$ cat src/rtl/match_sequencer.sv
// Quidditch match scheduler: sequences idle/kickoff/play/goal/over, gates the
// ball controller, runs the match countdown and keeps saturating team scores.
module match_sequencer #(
  parameter int TICKS_PER_SEC  = 50_000_000,
  parameter int MATCH_SECONDS  = 180,
  parameter int KICKOFF_CYCLES = 25_000_000,
  parameter int GOAL_CYCLES    = 100_000_000,
  parameter int MAX_SCORE      = 99
) (
  input  logic       clk,
  input  logic       rst_n,
  input  logic       start_req,
  input  logic       blue_goal_tgl,
  input  logic       red_goal_tgl,
  output logic       ball_enable,
  output logic       ball_reset,
  output logic [7:0] time_left,
  output logic [6:0] blue_score,
  output logic [6:0] red_score,
  output logic [2:0] phase,
  output logic       game_over
);

  localparam logic [2:0] PH_IDLE    = 3'd0;
  localparam logic [2:0] PH_KICKOFF = 3'd1;
  localparam logic [2:0] PH_PLAY    = 3'd2;
  localparam logic [2:0] PH_GOAL    = 3'd3;
  localparam logic [2:0] PH_OVER    = 3'd4;

  localparam int CYC_MAX = (KICKOFF_CYCLES > GOAL_CYCLES) ? KICKOFF_CYCLES : GOAL_CYCLES;
  localparam int CYC_W   = (CYC_MAX > 1) ? $clog2(CYC_MAX) : 1;
  localparam int SEC_W   = (TICKS_PER_SEC > 1) ? $clog2(TICKS_PER_SEC) : 1;

  localparam logic [CYC_W-1:0] KICK_LAST  = CYC_W'(KICKOFF_CYCLES - 1);
  localparam logic [CYC_W-1:0] GOAL_LAST  = CYC_W'(GOAL_CYCLES - 1);
  localparam logic [SEC_W-1:0] SEC_LAST   = SEC_W'(TICKS_PER_SEC - 1);
  localparam logic [7:0]       TIME_INIT  = 8'(MATCH_SECONDS);
  localparam logic [6:0]       SCORE_MAX  = 7'(MAX_SCORE);

  logic             armed;
  logic             start_s, start_q, blue_s, blue_q, red_s, red_q;
  logic             start_rise, blue_ev, red_ev;
  logic [SEC_W-1:0] sec_cnt, sec_n;
  logic [CYC_W-1:0] cyc_cnt, cyc_n;
  logic [2:0]       phase_n;
  logic [7:0]       time_n;
  logic [6:0]       blue_n, red_n;

  // Inputs are sampled once, then compared with the previous sample; on the
  // first clock after reset both stages take the live level so no edge is faked.
  always_ff @(posedge clk or negedge rst_n) begin
    if (!rst_n) begin
      armed   <= 1'b0;
      start_s <= 1'b0;
      start_q <= 1'b0;
      blue_s  <= 1'b0;
      blue_q  <= 1'b0;
      red_s   <= 1'b0;
      red_q   <= 1'b0;
    end else begin
      armed   <= 1'b1;
      start_s <= start_req;
      blue_s  <= blue_goal_tgl;
      red_s   <= red_goal_tgl;
      start_q <= armed ? start_s : start_req;
      blue_q  <= armed ? blue_s  : blue_goal_tgl;
      red_q   <= armed ? red_s   : red_goal_tgl;
    end
  end

  assign start_rise = start_s & ~start_q;
  assign blue_ev    = blue_s ^ blue_q;
  assign red_ev     = red_s ^ red_q;

  always_comb begin
    phase_n = phase;
    time_n  = time_left;
    sec_n   = sec_cnt;
    cyc_n   = cyc_cnt;
    blue_n  = blue_score;
    red_n   = red_score;
    case (phase)
      PH_KICKOFF: begin
        if (cyc_cnt == KICK_LAST) begin
          phase_n = PH_PLAY;
          cyc_n   = '0;
        end else begin
          cyc_n = cyc_cnt + 1'b1;
        end
      end
      PH_PLAY: begin
        if (blue_ev && (blue_score < SCORE_MAX)) blue_n = blue_score + 7'd1;
        if (red_ev && (red_score < SCORE_MAX))   red_n  = red_score + 7'd1;
        if (blue_ev || red_ev) begin
          phase_n = PH_GOAL;
          cyc_n   = '0;
        end
        // The last second expiring overrides a simultaneous goal pause.
        if (sec_cnt == SEC_LAST) begin
          sec_n  = '0;
          time_n = time_left - 8'd1;
          if (time_left == 8'd1) phase_n = PH_OVER;
        end else begin
          sec_n = sec_cnt + 1'b1;
        end
      end
      PH_GOAL: begin
        if (cyc_cnt == GOAL_LAST) begin
          phase_n = PH_KICKOFF;
          cyc_n   = '0;
        end else begin
          cyc_n = cyc_cnt + 1'b1;
        end
      end
      PH_OVER: begin
        if (start_rise) begin
          phase_n = PH_KICKOFF;
          cyc_n   = '0;
          sec_n   = '0;
          time_n  = TIME_INIT;
          blue_n  = '0;
          red_n   = '0;
        end
      end
      default: begin
        phase_n = PH_IDLE;
        if (start_rise) begin
          phase_n = PH_KICKOFF;
          cyc_n   = '0;
        end
      end
    endcase
  end

  // Ball controls and game_over are registered from the next phase so they
  // line up with the phase output.
  always_ff @(posedge clk or negedge rst_n) begin
    if (!rst_n) begin
      phase       <= PH_IDLE;
      time_left   <= TIME_INIT;
      sec_cnt     <= '0;
      cyc_cnt     <= '0;
      blue_score  <= '0;
      red_score   <= '0;
      ball_enable <= 1'b0;
      ball_reset  <= 1'b1;
      game_over   <= 1'b0;
    end else begin
      phase       <= phase_n;
      time_left   <= time_n;
      sec_cnt     <= sec_n;
      cyc_cnt     <= cyc_n;
      blue_score  <= blue_n;
      red_score   <= red_n;
      ball_enable <= (phase_n == PH_PLAY);
      ball_reset  <= (phase_n == PH_IDLE) || (phase_n == PH_KICKOFF);
      game_over   <= (phase_n == PH_OVER);
    end
  end

endmodule

$ cat config.mk
export PLATFORM = sky130hd
export DESIGN_NAME = match_sequencer
export DESIGN_NICKNAME = d
export VERILOG_FILES = /design/src/rtl/match_sequencer.sv
export SDC_FILE = /design/constraint.sdc
export NUM_CORES = 1
export LEC_CHECK = 0
export CORE_AREA = 2 2 109 111
export CTS_CLUSTER_SIZE = 12
export DETAILED_ROUTE_END_ITERATION = 8
export DIE_AREA = 0 0 111 113
export GPL_ROUTABILITY_DRIVEN = 0
export MAX_ROUTING_LAYER = met4
export PLACE_DENSITY_LB_ADDON = 0.08
export SLEW_MARGIN = 20
export SYNTH_ARGS = -nofsm -noshare
export SYNTH_HDL_FRONTEND = slang
export SYNTH_SLANG_ARGS = --single-unit
$ cat constraint.sdc
create_clock -name clk -period 4.5 [get_ports clk]
set_clock_uncertainty 0.15 [all_clocks]
set_input_delay 0.9 -clock clk [delete_from_list [all_inputs] [get_ports clk]]
set_output_delay 0.9 -clock clk [all_outputs]
set_load 0.02 [all_outputs]
======== Word-level counts from Yosys, hierarchy flattened ========
Cells that the tools add are included.
word-level totals
  bits in registers ....................... 88
  bits of input ports ..................... 5
  output and inout port bits .............. 28
  logic and storage cells ................. 82
cells by class
  add/subtract/negate cells ............... 5
  magnitude comparators ................... 2
  eq/ne operators ......................... 16
  muxes and demuxes ....................... 27
  bitwise gates (word level) .............. 4
  reductions and logical operators ........ 12
operator list
  kind                     count
  $mux W27                 4
  $pmux W27 S3             1
  $mux W26                 2
  $pmux W26 S2             1
  $pmux W7 S2              2
  $add A27 B1 Y27 const B  1
  $eq A27 B25 Y1 const B   1
  $eq A27 B27 Y1 const B   1
  $add A26 B1 Y26 const B  1
  $eq A26 B26 Y1 const B   1
  $mux W7                  3
  $mux W3                  6
  $mux W8                  2
  $pmux W8 S2              1
  $add A7 B1 Y7 const B    2
  $lt A7 B7 Y1 const B     2
  $pmux W3 S4              1
  $ne A2 B2 Y1 const B     5
  $eq A3 B2 Y1 const B     3
  $reduce_and A3 Y1        3
  $eq A8 B1 Y1 const B     1
  $sub A8 B1 Y8 const B    1
  $eq A3 B1 Y1 const B     2
  $eq A3 B3 Y1 const B     2
  10 further kinds         17

======== Longest topological paths before layout ========
  word-level depth ........................ 8
  depth in mapped cells ................... 8

======== Worst setup path before layout ========
OpenSTA, ideal clock, no wires.
  kind .................................... register -> register
  start point ............................. register cyc_cnt[0]
  end point ............................... register cyc_cnt[24]
  arrival time ............................ 2.087 ns
  path slack .............................. 2.185 ns
  stages on the path, launching flop included .. 8
  path buffers ............................ 1
  period minus slack after synthesis ...... 2.315 ns
  cell sequence ........................... dfrtp_1 -> ha_1 -> nand3_2 -> or2_0 -> buf_2 -> or4_4 -> or4_1 -> a21oi_1
between the ends
  cells in the longest elaborated chain, start to end .. 3
  elaborated cells on any way between the ends .. 6
RTL lines
  what                                           line     RTL
  start, declared                                44       logic [CYC_W-1:0] cyc_cnt, cyc_n;
  start signal, assigned                         152      cyc_cnt <= cyc_n;
  $add A27 B1 Y27, or another cell as far along  88, 112
  $mux W27, on equally long branches             108, 84
  $pmux W27 S3 *                                 82       case (phase)
Mark *: on every way between the ends. The rest lies on a longest branch, timed or not.
A chain may end at the register's enable or synchronous reset.

======== Worst setup path in the final report ========
  start point ............................. register cyc_cnt[9]
  end point ............................... register cyc_cnt[14]
The elaborated chain is that of the path after synthesis.

==> metrics.md <==
| Metric | Value |
|---|---|
| Status | `complete, no violations` |
| # hold bufs at CTS | `0` |
| Core Util, Final | `51.1%` |
| Worst Path Class, Setup | `register to register` |
| Period utilization | `64.6%` |
| Worst skew pair latency | `between 0.3 and 0.4 ns` |
| Port bufs | `32` |
| Cell with the most instances after synthesis | `dfrtp_1` |
| CTS Buf Count | `9` |
| Chip height | `113 um` |
| Top post-synthesis cells by area | `dfrtp_1 (41%), nand3_1 (4.5%), nand2_1 (3.8%), o21ai_0 (3.2%), a31oi_1 (2.6%)` |
| RSZ-0062 raised after global routing | `false` |
| Core area | `roughly 11000 um^2` |
| Reg2Reg Capture Point | `cyc_cnt[14]` |
| GRT Util Overall | `21.5%` |
| TritonCTS clock tree | `done` |
| Wire per inst | `17.4 um` |
| DR vias/cell | `roughly 6` |
| Worst Path Max Fanout | `25` |
| Drt first pass iters | `5` |
| Max Fclk | `~340 MHz` |
| DRT antenna net count | `0` |
| LEAKAGE | `0.00227 uW` |
| Pwr Density | `just over 300 nW/um^2` |
| Data arrival time of the worst path | `2.97 ns` |
| P&R area growth vs syn | `15.0%` |
| Critical Path Start Type | `register` |
| Worst slew margin | `40.5%` |
| Req. time, crit path | `around 4.6 ns` |
| # diodes | `0` |
| Initial antenna violation count | `0` |
| Final setup fails | `0` |
| Setup crit start | `cyc_cnt[9]` |
| HP Class | `register to register` |
| Final Power | `approximately 1800 uW` |
| Max-cap violations | `0` |
| Post-CTS setup buffers | `0` |
| First-pass GRT wire length | `21300 um` |
| Worst setup endpoint | `cyc_cnt[14]` |
| Final WL | `12600 um` |
| Setup WS post-layout | `1.59 ns` |
| Endpoint class of the critical path | `register` |
| Worst Max-Slew Pin Slew | `roughly 0.89 ns` |
| Initial core utilization | `44.5%` |
| Mapped Area | `5010 um^2` |
| Overflow after GRT | `0` |
| Clock slew at reported path FFs | `0.06 ns` |
| Die X | `between 100 and 150 um` |
| Maximum number of pins on one net before global-route repair | `66` |
| #FFs+latches synth | `88` |
| Ys flop type | `dfrtp_1` |
| Seq/Total Area, Yosys | `44.1%` |
| Filler Cell Count | `1037` |
| Final Hold Fails | `0` |
| Rows | `39` |
| Cells after synthesis | `about 550` |
| Final net count | `about 590` |
| Total clock sinks | `~90` |
| R2r setup slk | `around 1.6 ns` |
| Vias in the first global route | `4170` |
| Fin crit period | `~2.9 ns` |
| Ys Warns | `0` |
| Post-synth cell types | `67` |
| Max Slew Vio Count | `0` |
| Ports | `33` |
| FFs w/ async S/R, synth | `100%` |
| R2r worst-path depth | `5` |
| Place WS | `between 1.5 and 2 ns` |
| Post-detail-place hpwl | `8530 um` |
| Mean area per synthesized cell | `slightly above 9 um^2` |
| Root Driver | `clkbuf_16` |
| Area share of the largest cell type after synthesis | `about two fifths` |
| Remaining DRCs | `0` |
| Initial drt markers | `393` |
| Via Count | `4392` |
| H-tree depth | `3` |
| Yosys top cell by area | `dfrtp_1` |
| RR Startpoint | `cyc_cnt[9]` |
| Full die area | `between 10000 and 15000 um^2` |
| Syn Nets | `563` |
| CTS-repair resized insts | `0` |
| Share of layout cells above drive strength 1 | `7.23%` |
| Clk buf depth | `2` |
| Fin Setup TNS | `0 ns` |
| Max VDD drop | `0.185 mV` |
| Post-synth EDFFs | `0` |
| Most frequent cells after synthesis | `dfrtp_1 (83), nand2_1 (51), nand3_1 (45), nor2_1 (35), o21ai_0 (32)` |
## how the worst min path moves through the flow
stage          cells after the start        start     endpoint  slack [ns]
6_report                           1  sec_cnt[25]  sec_cnt[25]        0.36
5_1_grt                            1  sec_cnt[25]  sec_cnt[25]        0.37
4_1_cts                            1  sec_cnt[25]  sec_cnt[25]        0.36
3_5_place_dp                       1  sec_cnt[25]  sec_cnt[25]        0.35
3_3_place_gp                       1  sec_cnt[25]  sec_cnt[25]        0.34
2_1_floorplan                      1  sec_cnt[25]  sec_cnt[25]        0.32
## where the power goes
part	internal, uW	total [uW]	leakage (uW)	switching (uW)
sequential	823	867	0.00118	43.4
combinational	41.0	104	0.000937	62.8
clock	499	808	0.000158	309
total	1360	1780	0.00227	416
## through the flow
| step | area [um^2] | cells | hold WS [ns] |
|---|---|---|---|
| finish | 5760 | 724 | 0.359 |
| global route | 5760 | 724 | 0.371 |
| CTS | 5750 | 724 | 0.357 |
| detailed placement | 5430 | 708 | 0.345 |
| global placement | 5430 | 708 | 0.344 |
| floorplan | 5010 | 552 | 0.319 |
## sequential cells by signal, indices dropped and copies added, names as in the netlist
register / count
blue_s: 1
cyc_cnt: 27
blue_score: 7
game_over: 1
ball_reset: 1
start_q: 1
ball_enable: 1
red_s: 1
phase: 3
time_left: 8
sec_cnt: 26
red_q: 1
blue_q: 1
red_score: 7
armed: 1
start_s: 1
## routing by layer
layer	GRT usage, %	wire length (um)	vias to the layer above	part of all wire [%]
met4	8.58	291	0	2.3
met5	-	0	-	0
met1	28.3	5760	2137	46
li1	-	-	2126	-
met3	3.16	503	21	4.0
met2	33.8	6030	108	48
## cell type report
class	instances	area [um^2]	area share (%)
Multi-Input combinational cell	423	2640	45.8
Sequential cell	88	2210	38.3
Timing Repair Buffer	36	348	6.04
Inverter	18	67.6	1.17
Clock inverter	6	82.6	1.43
Clock buffer	10	239	4.15
Tap cell	143	179	3.11
## critical path, stage by stage (launching register included)
cell     delay [ns]
dfrtp_1        0.44
or4b_1         0.58
nor4b_4        0.35
nand4_2        0.60
a21oi_4        0.51
o21ai_0        0.14
## cell usage in the layout (no fill, tap or decap), types with 4 or more instances in the layout
| master | instances |
|---|---|
| and3_1 | 13 |
| mux2i_1 | 8 |
| nor4_1 | 9 |
| a21oi_1 | 24 |
| nand2b_1 | 9 |
| nand4_1 | 19 |
| and4_1 | 10 |
| xor2_1 | 5 |
| or4_1 | 8 |
| clkbuf_16 | 9 |
| nor3_1 | 15 |
| o211ai_1 | 6 |
| xnor2_1 | 10 |
| a2111oi_0 | 4 |
| or3_1 | 9 |
| nand4b_1 | 4 |
| nand2_1 | 51 |
| o21ai_0 | 32 |
| a31oi_1 | 21 |
| dfstp_2 | 5 |
| nor2_1 | 35 |
| o22ai_1 | 5 |
| ha_1 | 6 |
| nor2b_1 | 5 |
| and2_1 | 4 |
| nand3_1 | 45 |
| a211oi_1 | 5 |
| buf_4 | 5 |
| o31ai_1 | 9 |
| inv_1 | 18 |
| dfrtp_1 | 83 |
| clkdlybuf4s50_1 | 31 |
## cells by family after synthesis
group                      synth area share (%)
DFF                                        44.1
muxes                                      2.27
other                                    0.0748
AOI/OAI and AO/OA                          17.4
adders and majority gates                  1.50
xor gates and xnor gates                   2.62
and+or+nand+nor                            28.6
buffers and inverters                      3.49
Power figures use the tool's default switching activity.
==> patch (config.mk and constraints unchanged) <==
Make the reset (`rst_n`) synchronous in 2 clocked blocks.
--- a/src/rtl/match_sequencer.sv
+++ b/src/rtl/match_sequencer.sv
@@ -48,7 +48,7 @@
 
   // Inputs are sampled once, then compared with the previous sample; on the
   // first clock after reset both stages take the live level so no edge is faked.
-  always_ff @(posedge clk or negedge rst_n) begin
+  always_ff @(posedge clk) begin
     if (!rst_n) begin
       armed   <= 1'b0;
       start_s <= 1'b0;
@@ -134,7 +134,7 @@
 
   // Ball controls and game_over are registered from the next phase so they
   // line up with the phase output.
-  always_ff @(posedge clk or negedge rst_n) begin
+  always_ff @(posedge clk) begin
     if (!rst_n) begin
       phase       <= PH_IDLE;
       time_left   <= TIME_INIT;
Function: differs if rst_n is asserted again (counterexample within 4 cycles, from zero or initial values and one cycle with rst_n low); with rst_n held inactive, the same outputs for 10 cycles.
==> patch against the original RTL <==
Sequential cell count unchanged; power decreased by 5.5%; area after synthesis decreased by 15%; critical endpoint is now sec_cnt[25]$_SDFFE_PN0P_; count of clock-buffer cells in the layout increased by 4; wire length decreased by 22%; worst setup slack improved by 0.11 ns; design area decreased by 12%; critical path type unchanged.
==> patch: results <==
{
  "synth_cell_types": 59,
  "r2r_slack_ns": 1.70,
  "status": "finished, final reports clean",
  "crit_path_max_incr_delay_ns": 0.57,
  "diodes": 0,
  "synth_common_cells": "88 x dfxtp_1, 77 x nor2_1, 39 x nand2_1",
  "async_reset_ff_frac": 0,
  "drive_above_1_share": 0.0657,
  "wl_um": 9750,
  "power.leakage_nw": 1.72,
  "met2_length_um": 4400,
  "layout.nets": 539,
  "wl_met3_um": 315,
  "wl_met1_um": 4870,
  "synth_nets": 509,
  "drt-initial-drc-count": 180,
  "ys_seq_area_frac": 0.411,
  "place_hpwl_um": 7020,
  "hold_path_class": "reg -> reg",
  "synth_area_leader_cell": "dfxtp_1",
  "synth.area.top_cells": "dfxtp_1 41%, nor2_1 6.7%, xor2_1 6.7%, nand4_1 3.5%, nand2_1 3.4%",
  "drtPass1Iterations": 4,
  "cp_max_fo": 21,
  "grt_use_total": 0.165,
  "cp_slowest_cell": "nand2_1",
  "netSwitchingFraction": 0.205,
  "grt_pass1_wl_um": 16400,
  "grt_max_degree": 22,
  "yosysTopAreaCellShare": 0.411,
  "critPathArrivalTime_ns": 2.85,
  "layout_min_cycle_time_ns": 2.80,
  "vias": 3633,
  "worst_pin_slew_ns": 0.822
}
-- patch: cell types whose count changed after synthesis, moves of 6 or more --
cell	delta
dfrtp_1	-83
o31ai_1	-8
xor2_1	+28
nor2_1	+42
o21ai_0	-20
a31oi_1	-16
o211ai_1	-6
nand3_1	-23
dfxtp_1	+88
nand2_1	-12
-- patch: per-layer routing --
| metal | up-vias | track usage |
|---|---|---|
| met4 | 0 | 0.0700 |
| met1 | 1725 | 0.206 |
| met3 | 13 | 0.0295 |
| met5 | - | - |
| met2 | 56 | 0.266 |
| li1 | 1839 | - |
-- patch: path summary, 6_finish.rpt --
kind                            start                       end  cells past startpoint
max           sec_cnt[0]$_SDFFE_PN0P_  sec_cnt[25]$_SDFFE_PN0P_                      7
min          sec_cnt[23]$_SDFFE_PN0P_  sec_cnt[23]$_SDFFE_PN0P_                      2
max reg2reg   sec_cnt[0]$_SDFFE_PN0P_  sec_cnt[25]$_SDFFE_PN0P_                      7
min reg2reg  sec_cnt[23]$_SDFFE_PN0P_  sec_cnt[23]$_SDFFE_PN0P_                      2
-- patch: cell type report --
class | count | area (sq um)
well taps | 143 | 179
inverters | 14 | 52.6
repair buffers | 34 | 335
fillers | 1141 | 6200
multi-input cells | 381 | 2410
clock inverters | 2 | 60.1
flip-flops and latches | 88 | 1760
clock buffers | 14 | 274
-- patch: power groups by stage --
stage	clock network [mW]	logic, mW	registers, mW
final	0.833	0.0578	0.789
after global routing	0.881	0.0647	0.790
after CTS	0.855	0.0587	0.789
after detailed placement	0	0.0586	0.807
after global placement	0	0.0583	0.807
after floorplan	0	0.0425	0.805
-- patch: worst min-delay path, stage by stage (launching register included) --
cell	delay (ns)
dfxtp_1	0.31
o21ai_0	0.07
a21oi_1	0.06
-- patch: through the flow --
step                      cell area (sq um)  std cells  utilization  hold slack, ns
after floorplan                        4290        498            -           0.304
final                                  5070        676        0.450           0.338
after detailed placement               4740        660        0.420           0.333
after global routing                   5070        676        0.450           0.378
after global placement                 4740        660        0.420           0.313
after CTS                              5070        676        0.450           0.341
-- patch: logic make-up after synthesis --
| group | Yosys count | share of synthesized area |
|---|---|---|
| adders and majority gates | 6 | 0.0175 |
| and+or+nand+nor | 253 | 0.325 |
| xor gates and xnor gates | 46 | 0.0940 |
| buffers and inverters | 29 | 0.0272 |
| muxes | 6 | 0.0140 |
| DFF | 88 | 0.411 |
| AOI/OAI and AO/OA | 70 | 0.112 |
